**src/rtl/mtl_timing_gen.sv**
```systemverilog
// mtl_timing_gen -- raster timing generator for the 800x480 MTL LCD panel.
//
// Owns the free-running Xpos/Ypos pixel counters consumed by the shape
// renderers and produces registered panel controls: hsd/vsd (active-low
// sync), den (data enable) and a one-clock frame_start pulse at (0,0).
//
// Build option MTL_TIMING_DLY_EN:
//   defined   - a PIPE_DLY-stage delay line (legal 1..4) follows the decode
//               register, giving control latency 1+PIPE_DLY so den lines up
//               with the renderer's registered RGB.
//   undefined - the decode register drives the outputs (latency 1) and
//               PIPE_DLY has no effect.
//
// Reset is asynchronous and active-high; on assertion the counters clear and
// every control stage returns to idle (hsd=1, vsd=1, den=0, frame_start=0).

module mtl_timing_gen #(
    parameter int H_TOTAL  = 1056,
    parameter int V_TOTAL  = 525,
    parameter int H_SYNC   = 30,
    parameter int H_BACK   = 16,
    parameter int H_ACTIVE = 800,
    parameter int V_SYNC   = 13,
    parameter int V_BACK   = 10,
    parameter int V_ACTIVE = 480,
    parameter int PIPE_DLY = 1
) (
    input  logic        clk,
    input  logic        reset,
    output logic [10:0] Xpos,
    output logic [9:0]  Ypos,
    output logic        hsd,
    output logic        vsd,
    output logic        den,
    output logic        frame_start
);

    // One bundle of panel controls, carried together through every stage.
    typedef struct packed {
        logic hsd;
        logic vsd;
        logic den;
        logic fs;
    } ctrl_t;

    localparam ctrl_t CTRL_IDLE = '{hsd: 1'b1, vsd: 1'b1, den: 1'b0, fs: 1'b0};

    // Counter wrap points.
    localparam logic [10:0] X_LAST = 11'(H_TOTAL - 1);
    localparam logic [9:0]  Y_LAST = 10'(V_TOTAL - 1);

    // Decode boundaries, held at 12 bits so the sums cannot overflow.
    localparam logic [11:0] H_SYNC_END  = 12'(H_SYNC);
    localparam logic [11:0] V_SYNC_END  = 12'(V_SYNC);
    localparam logic [11:0] H_DEN_FIRST = 12'(H_SYNC + H_BACK);
    localparam logic [11:0] H_DEN_LAST  = 12'(H_SYNC + H_BACK + H_ACTIVE - 1);
    localparam logic [11:0] V_DEN_FIRST = 12'(V_SYNC + V_BACK);
    localparam logic [11:0] V_DEN_LAST  = 12'(V_SYNC + V_BACK + V_ACTIVE - 1);

    // Number of delay stages after the decode register; zero when the
    // option is off, in which case PIPE_DLY has no effect.
`ifdef MTL_TIMING_DLY_EN
    localparam int DLY_STAGES = PIPE_DLY;
`else
    localparam int DLY_STAGES = PIPE_DLY * 0;
`endif

    logic [11:0] x_ext;
    logic [11:0] y_ext;
    ctrl_t       dec_d;
    ctrl_t       dec_q;
    ctrl_t       ctrl_out;

    // Raster counters: X steps every clock, Y steps on the X wrap, and both
    // return to zero together on the last pixel of the frame.
    always_ff @(posedge clk or posedge reset) begin
        // NOTE: registers use <= so each one samples pre-edge values; with =
        // the Y update would see the X value already written in this edge.
        if (reset) begin
            Xpos <= '0;
            Ypos <= '0;
        end else if (Xpos == X_LAST) begin
            Xpos <= '0;
            Ypos <= (Ypos == Y_LAST) ? '0 : Ypos + 10'd1;
        end else begin
            Xpos <= Xpos + 11'd1;
        end
    end

    assign x_ext = {1'b0, Xpos};
    assign y_ext = {2'b0, Ypos};

    // Combinational decode of the current counter position.
    always_comb begin
        // NOTE: default first so every path assigns every field; a missed
        // field would otherwise infer a latch.
        dec_d     = CTRL_IDLE;
        dec_d.hsd = !(x_ext < H_SYNC_END);
        dec_d.vsd = !(y_ext < V_SYNC_END);
        dec_d.den = (x_ext >= H_DEN_FIRST) && (x_ext <= H_DEN_LAST) &&
                    (y_ext >= V_DEN_FIRST) && (y_ext <= V_DEN_LAST);
        dec_d.fs  = (Xpos == 11'd0) && (Ypos == 10'd0);
    end

    // Decode register: controls for counter value N appear at cycle N+1.
    always_ff @(posedge clk or posedge reset) begin
        if (reset) begin
            dec_q <= CTRL_IDLE;
        end else begin
            dec_q <= dec_d;
        end
    end

    // Optional alignment delay line; shifts every clock, no stall.
    if (DLY_STAGES > 0) begin : g_dly
        ctrl_t dly_q [DLY_STAGES];

        // Shift register of control bundles, all stages idle on reset.
        always_ff @(posedge clk or posedge reset) begin
            // NOTE: this small array is reset on purpose: its stages reach the
            // panel pins, so stale contents would emit a partial pulse.
            if (reset) begin
                for (int i = 0; i < DLY_STAGES; i++) begin
                    dly_q[i] <= CTRL_IDLE;
                end
            end else begin
                dly_q[0] <= dec_q;
                for (int i = 1; i < DLY_STAGES; i++) begin
                    dly_q[i] <= dly_q[i-1];
                end
            end
        end

        assign ctrl_out = dly_q[DLY_STAGES-1];
    end else begin : g_nodly
        assign ctrl_out = dec_q;
    end

    assign hsd         = ctrl_out.hsd;
    assign vsd         = ctrl_out.vsd;
    assign den         = ctrl_out.den;
    assign frame_start = ctrl_out.fs;

endmodule
```
**config.mk**
```make
export PLATFORM = sky130hd
export DESIGN_NAME = mtl_timing_gen
export DESIGN_NICKNAME = d
export VERILOG_FILES = /design/src/rtl/mtl_timing_gen.sv
export SDC_FILE = /design/constraint.sdc
export NUM_CORES = 1
export LEC_CHECK = 0
export CAP_MARGIN = 20
export CORE_MARGIN = 2
export CORE_UTILIZATION = 45
export DETAILED_ROUTE_END_ITERATION = 7
export GPL_TIMING_DRIVEN = 0
export PLACE_DENSITY = 0.75
export SYNTH_ARGS = -nofsm -noshare
export SYNTH_HDL_FRONTEND = slang
export SYNTH_SLANG_ARGS = --single-unit
export TNS_END_PERCENT = 50
```
**constraint.sdc**
```tcl
create_clock -name clk -period 5.2 [get_ports clk]
set_input_delay 1.04 -clock clk [delete_from_list [all_inputs] [get_ports clk]]
set_output_delay 1.04 -clock clk [all_outputs]
set_load 0.005 [all_outputs]
```
### After elaboration in Yosys (flattened, before gate mapping)

Cells that the tools add are included.

| cells by class | value |
|---|---|
| add/subtract/negate cells | 2 |
| $lt $le $gt $ge | 6 |
| eq/ne operators | 2 |
| multiplexer cells | 2 |
| reduce and logical (&&, ||, !) cells | 8 |

Operators by type and width:

| kind | count |
|---|---|
| adder 11 x 1 -> 11 bit, second input constant | 1 |
| == test 11 bit, second input constant | 1 |
| greater-or-equal comparator 11 x 6 -> 1 bit, second input constant | 1 |
| <= comparator 11 x 10 -> 1 bit, second input constant | 1 |
| zero test 11 bit | 1 |
| < comparator 11 x 5 -> 1 bit, second input constant | 1 |
| two-way mux 11 bit | 1 |
| adder 10 x 1 -> 10 bit, second input constant | 1 |
| == test 10 bit, second input constant | 1 |
| greater-or-equal comparator 10 x 5 -> 1 bit, second input constant | 1 |
| <= comparator 10 x 9 -> 1 bit, second input constant | 1 |
| zero test 10 bit | 1 |
| < comparator 10 x 4 -> 1 bit, second input constant | 1 |
| two-way mux 10 bit | 1 |
| logical AND 1 bit | 4 |
| zero test 1 bit | 2 |

| word-level totals | value |
|---|---|
| register bits after elaboration | 25 |
| bits of input ports | 2 |
| output and inout bits | 25 |
| word-level logic and storage cells | 26 |

### Longest topological paths before layout

Gate-level depths: netlist (run 1).

| logic depth | value |
|---|---|
| word-level depth | 4 |
| gate-level depth with buffers | 6 |
| gate-level depth less buffers | 6 |

### Least setup slack after synthesis (run 1)

No wires, ideal clock.

| timing path | value |
|---|---|
| kind | register to register |
| start point | register Xpos[6] |
| end point | register Ypos[6] |
| setup time | 0.079 ns |
| arrival | 1.910 ns |
| required time | 5.121 ns |
| path slack | 3.211 ns |
| stages on the path, launching flop included | 6 |
| buffers on the path | 1 |
| clock period less this slack | 1.989 ns |
| path through | dfrtp_1 -> or4_1 -> clkbuf_2 -> or4_4 -> nor3_2 -> xor2_1 |

| between the ends | value |
|---|---|
| longest elaborated chain between the ends | 1 |

RTL lines:

| item | RTL line | RTL |
|---|---|---|
| from (decl) | 30 | `output logic [10:0] Xpos,` |
| from (signal assigned) | 86 | `Xpos <= Xpos + 11'd1;` |
| == test 11 bit | 82 | `end else if (Xpos == X_LAST) begin` |
| to (signal assigned) | 84 | `Ypos <= (Ypos == Y_LAST) ? '0 : Ypos + 10'd1;` |
| to (decl) | 31 | `output logic [9:0] Ypos,` |

Every way passes these cells.
A chain may end at the register's enable or synchronous reset.

### Worst setup path after layout (run 1)

| timing path | value |
|---|---|
| start point | register Xpos[0] |
| end point | output Xpos[0] |

No word-level cell between the ends.

==> impl_metrics.py, run 1 <==
metrics = {
    "worst_setup_path": {
        "r2r_end": "Ypos[3]",
        "r2r-start": "Xpos[7]",
        "reg2reg_setup_slack_ps": 2900,
        "start_kind": "register",
        "crit_family": "buffers and inverters",
        "cp_max_fo": 8,
        "crit_path_top_delay_cell": "clkdlybuf4s50_1",
        "cp_data_arrival_time_ps": 1380,
        "path_cells": "clkdlybuf4s50_1",
        "worst-path-stages": 1,
        "max_stage_delay_ps": 550,
        "worstSetupPathType": "register to output pin",
        "reg2reg_depth": 6,
        "end_kind": "output pin",
        "required_ps": 4160,
        "critPathBufInv": 1,
    },
    "routing": {
        "drt-pass1-iter-count": 4,
        "via_count": 1155,
        "initialDrtViolationCount": 33,
        "viasPerCell": 5.78,
        "route.detailed.drc": 0,
        "wirelength_microns": 2840,
        "ant_nets": 0,
        "wire_per_inst_microns": 14.2,
    },
    "clock_tree": {
        "path_clk_slew_ps": 130,
        "ctsHoldBuffers": 0,
        "insertion_delay_ps": 320,
        "cts_tree": "built",
        "cts.sinks": 25,
        "cts_buffers": 3,
        "cts_resized": 0,
        "cts_post_setup_buffers_inserted": 0,
        "h-tree-depth": 1,
        "clk_path_buf_depth": 2,
        "cts_root_buffer": "clkbuf_4",
    },
    "timing": {
        "finClkSkew_ps": 2.60,
        "finalSetupTns_ps": 0,
        "fmax_mhz": 414,
        "hold_violations": 0,
        "maxSlewViolCount": 0,
        "fin_ws_ps": 2780,
        "finalSetupViolations": 0,
        "worst_pin_slew_ps": 927,
        "rsz0062_at_grt": "no",
        "period_share_pct": 46.5,
        "slew_headroom_pct": 38.1,
        "period_minus_slack_ps": 2420,
    },
    "global_routing": {
        "grt_pass1_wl_microns": 4690,
        "antenna_found_initial": 0,
        "grt_pass1_vias": 1103,
        "grt.total_usage_pct": 18.1,
        "grt_overflow": 0,
        "grt_max_degree": 26,
    },
    "outcome": {
        "status": "completed",
    },
    "pwr": {
        "p_leak_nw": 0.716,
        "p_per_area_nw_per_um2": 173,
        "vdd_drop_max_mv": 0.117,
    },
    "layout": {
        "final.fill_count": 257,
        "antenna_cells_inserted": 0,
        "area_growth_pct": 24.5,
        "layout_common_cells": "clkdlybuf4s50_1 (26), dfrtp_1 (23), nand2_1 (12)",
        "fin_nets": 179,
        "mostFrequentLayoutCell": "clkdlybuf4s50_1",
        "drive_above_1_share_pct": 7.10,
    },
    "synthesis": {
        "synth.avg_cell_area_sq_um": 9.55,
        "synth_cells": 139,
        "syn_nets": 148,
        "yosys_warnings": 0,
        "synth_seq_area_share_pct": 47.3,
        "yosysUniqueCellTypes": 33,
        "ys_ff_latch": 25,
        "synth_area_sq_um": 1330,
    },
    "worst_hold_path": {
        "min_delay_path_depth": 1,
        "hold_class": "register to register",
        "whs_endpoint": "Xpos[6]",
        "hold_start": "Xpos[6]",
    },
    "run": {
        "drv_cap": 0,
    },
    "die": {
        "core_area_sq_um": 2780,
        "die_w_microns": 58.3,
        "die_h_microns": 58.3,
        "start_util_pct": 47.7,
        "rows": 19,
        "die-area_sq_um": 3400,
        "ioPinCount": 27,
    },
    "placed_design": {
        "place_congestion": 0.835,
        "portBuffers": 26,
        "pre_cts_ws_ps": 2980,
        "hpwlAfterDp_microns": 2090,
    },
}
[through the flow]
stage,utilization (%),cells,power (mW),area (sq um),hold WS [ps]
6_report,59.4,200,0.286,1650,551
5_1_grt,59.4,200,0.297,1650,583
4_1_cts,59.4,200,0.290,1650,554
3_5_place_dp,58.5,196,0.203,1630,534
3_3_place_gp,58.5,196,0.203,1630,520
2_1_floorplan,-,139,0.201,1330,513
[state kept, by name, indices dropped and copies added (netlist names)]
signal,cells
frame_start,1
vsd,1
Ypos,10
den,1
Xpos,11
hsd,1
[metal layers]
layer	vias up	track usage (%)	share of wire, %
met5	-	0	0
met3	5	2.86	4.8
met2	34	32.1	50
met1	570	21.7	43
met4	0	7.97	1.7
li1	546	-	-
[power by group]
part           total, mW  switching (mW)  internal [mW]
sequential         0.194               0          0.194
clock             0.0871          0.0571         0.0301
combinational    0.00433         0.00363       0.000691
total              0.286          0.0607          0.225
[cell families (layout without fill, tap and decap cells)]
group / after synthesis / in the layout / share of synthesized area (%)
compound gates: 24 / 24 / 11.7
xor+xnor: 12 / 12 / 7.92
fa+ha+maj: 7 / 7 / 6.60
buf+inv: 17 / 47 / 5.09
flops: 25 / 25 / 47.3
simple gates: 54 / 54 / 21.4
[cell usage after synthesis (all sizes together)]
library cell	n	area share [%]
dfrtp	23	43
nand2	12	3.4
nor2	11	3.1
nand3	10	3.8
inv	9	2.5
ha	7	6.6
o21ai	7	2.6
clkbuf	6	1.8
xnor2	6	4.0
xor2	6	4.0
a21oi	4	1.5
a31oi	4	1.9
and3	4	1.9
nor4	4	1.9
nor3	3	1.5
o211ai	3	1.7
a41oi	2	1.3
buf	2	0.75
dfstp	2	4.0
nand4	2	0.94
o31ai	2	1.1
or4	2	1.4
a2111o	1	0.85
a31o	1	0.66
and2	1	0.57
and4b	1	0.75
nand2b	1	0.47
nand3b	1	0.57
nor4b	1	0.66
or3	1	0.47
[worst max-delay path by stage]
stage,start,to
floorplan,Xpos[6],Ypos[6]
global placement,reset,frame_start
detailed placement,reset,Ypos[3]
CTS,Xpos[0],Xpos[0]
global route,Xpos[0],Xpos[0]
finish,Xpos[0],Xpos[0]
[area by class of cell]
cell class / instances / area (sq um) / share of cell area [%]
Inverter: 9 / 33.8 / 2.04
Timing Repair Buffer: 26 / 260 / 15.7
Buffer: 8 / 33.8 / 2.04
Multi-Input combinational cell: 97 / 632 / 38.2
Sequential cell: 25 / 628 / 38.0
Clock buffer: 4 / 26.3 / 1.59
Tap cell: 31 / 38.8 / 2.35
No activity file was read; power rests on OpenSTA's default activity.
==> inputs of run 2 (changes only) <==
==> constraint.sdc (replaced) <==
create_clock -name clk -period 2.45 [get_ports clk]
set_input_delay 0.49 -clock clk [delete_from_list [all_inputs] [get_ports clk]]
set_output_delay 0.49 -clock clk [all_outputs]
set_load 0.005 [all_outputs]
==> results of run 2 <==
The final DEF is identical to that of run 1. Status: completed.
Main changes from that run: setup slack after placement 2980 ps -> 229 ps; setup slack after layout 2780 ps -> 145 ps; start point of the critical path Xpos[0] -> Xpos[7]; end point of the critical path Xpos[0] -> Ypos[3]; register-to-register setup slack 2900 ps -> 150 ps; total power 0.286 mW -> 0.607 mW; worst IR drop on VDD 0.117 mV -> 0.248 mV
==> inputs of run 3 (changes only) <==
==> constraint.sdc (replaced) <==
create_clock -name clk -period 2.3 [get_ports clk]
set_input_delay 0.46 -clock clk [delete_from_list [all_inputs] [get_ports clk]]
set_output_delay 0.46 -clock clk [all_outputs]
set_load 0.005 [all_outputs]
==> impl_metrics.py, run 3 (same netlist as run 1, synthesis figures left out) <==
metrics = {
    "timing": {
        "finalSetupViolations": 0,
        "period_share_pct": 94.2,
        "hold_violations": 0,
        "slew_headroom_pct": 38.5,
        "period_minus_slack_ps": 2170,
        "fmax_mhz": 462,
        "finClkSkew_ps": 3.10,
        "hold_ws_ps": 550,
        "finalSetupTns_ps": 0,
        "worst_pin_slew_ps": 922,
        "maxSlewViolCount": 0,
        "rsz0062_at_grt": "no",
        "fin_ws_ps": 133,
    },
    "placed_design": {
        "place_congestion": 0.835,
        "portBuffers": 26,
        "pre_cts_ws_ps": 78.6,
        "place_area_sq_um": 1630,
        "hpwlAfterDp_microns": 2090,
    },
    "worst_setup_path": {
        "start_kind": "register",
        "path_cells": "or4_1, clkbuf_2, or4_4, nor3_2, xor2_1",
        "worstSetupPathType": "register to register",
        "cp_max_fo": 7,
        "crit_family": "simple AND/OR/NAND/NOR gates",
        "max_stage_delay_ps": 550,
        "cp_data_arrival_time_ps": 2430,
        "critPathBufInv": 1,
        "required_ps": 2560,
        "crit_path_top_delay_cell": "or4_4",
        "end_kind": "register",
    },
    "layout": {
        "stdcell_area_sq_um": 1660,
        "largest_register": "Xpos",
        "fin_nets": 179,
        "layout_common_cells": "clkdlybuf4s50_1 (26), dfrtp_1 (23), nand2_1 (12)",
        "largest_reg_flops": 11,
        "antenna_cells_inserted": 0,
        "postLayoutCoreUtil_pct": 59.7,
        "drive_above_1_share_pct": 7.69,
        "mostFrequentLayoutCell": "clkdlybuf4s50_1",
        "area_growth_pct": 25.2,
        "top_regs": "Xpos (11), Ypos (10)",
    },
    "routing": {
        "route.detailed.drc": 0,
        "drt-pass1-iter-count": 4,
        "wirelength_microns": 2850,
        "wire_per_inst_microns": 14.3,
        "viasPerCell": 5.76,
        "initialDrtViolationCount": 46,
        "ant_nets": 0,
        "via_count": 1151,
    },
    "die": {
        "die_w_microns": 58.3,
        "ioPinCount": 27,
        "start_util_pct": 47.7,
        "core_area_sq_um": 2780,
        "rows": 19,
        "die-area_sq_um": 3400,
        "die_h_microns": 58.3,
    },
    "global_routing": {
        "grt_pass1_vias": 1103,
        "antenna_found_initial": 0,
        "grt_pass1_wl_microns": 4690,
        "grt.total_usage_pct": 18.1,
        "use_met2_pct": 32.1,
        "grt_max_degree": 26,
        "met1_usage_pct": 21.7,
        "top_usage_layer": "met2",
        "grt_overflow": 0,
        "met3_usage_pct": 2.86,
    },
    "clock_tree": {
        "cts_tree": "built",
        "h-tree-depth": 1,
        "cts_root_buffer": "clkbuf_4",
        "insertion_delay_ps": 320,
        "path_clk_slew_ps": 130,
        "cts_resized": 0,
        "cts_post_setup_buffers_inserted": 0,
        "ctsHoldBuffers": 0,
        "clk_path_buf_depth": 2,
        "cts_buffers": 3,
        "cts.sinks": 25,
    },
    "worst_hold_path": {
        "hold_class": "register to register",
    },
    "outcome": {
        "status": "completed",
    },
    "pwr": {
        "vdd_drop_max_mv": 0.266,
        "p_leak_nw": 0.715,
        "p_per_area_nw_per_um2": 390,
    },
    "run": {
        "drv_cap": 0,
    },
}
-- run 3: cell types whose count changed in the layout (fill, tap and decap cells not counted) --
cell,previous run,this run
clkbuf_4,3,4
nor4_2,0,1
buf_2,2,1
nor4_1,4,3
-- run 3: final timing paths --
kind,depth (start not counted),startpoint,slack [ps],end
min in group asynchronous,2,reset,620,Xpos[0]
min,1,Xpos[9],550,Xpos[9]
max,5,Xpos[7],130,Ypos[6]
min reg2reg,1,Xpos[9],550,Xpos[9]
max reg2reg,5,Xpos[7],130,Ypos[6]
max in group asynchronous,2,reset,1120,Ypos[3]
-- run 3: where the power goes --
part	switching [mW]	internal (mW)	leakage, nW	total (mW)
combinational	0.00817	0.00156	0.372	0.00973
sequential	0	0.440	0.328	0.440
clock	0.131	0.0680	0.0150	0.199
total	0.139	0.509	0.715	0.648
-- run 3: metal layers --
layer / routed length (microns) / vias up
met3: 127 / 5
met5: 0 / -
li1: - / 544
met4: 48 / 0
met2: 1440 / 30
met1: 1240 / 572
-- run 3: stage by stage --
step           cells  power, mW
2_1_floorplan    139      0.454
3_3_place_gp     196      0.458
3_5_place_dp     196      0.458
4_1_cts          200      0.657
5_1_grt          200      0.672
6_report         200      0.648
-- run 3: area by class of cell --
class,instances,area [sq um]
buffer,8,36.3
timing repair buffer,26,260
clock buffer,4,26.3
inverter,9,33.8
multi-input combinational,97,638
sequential,25,628
fill,253,1120
tap,31,38.8
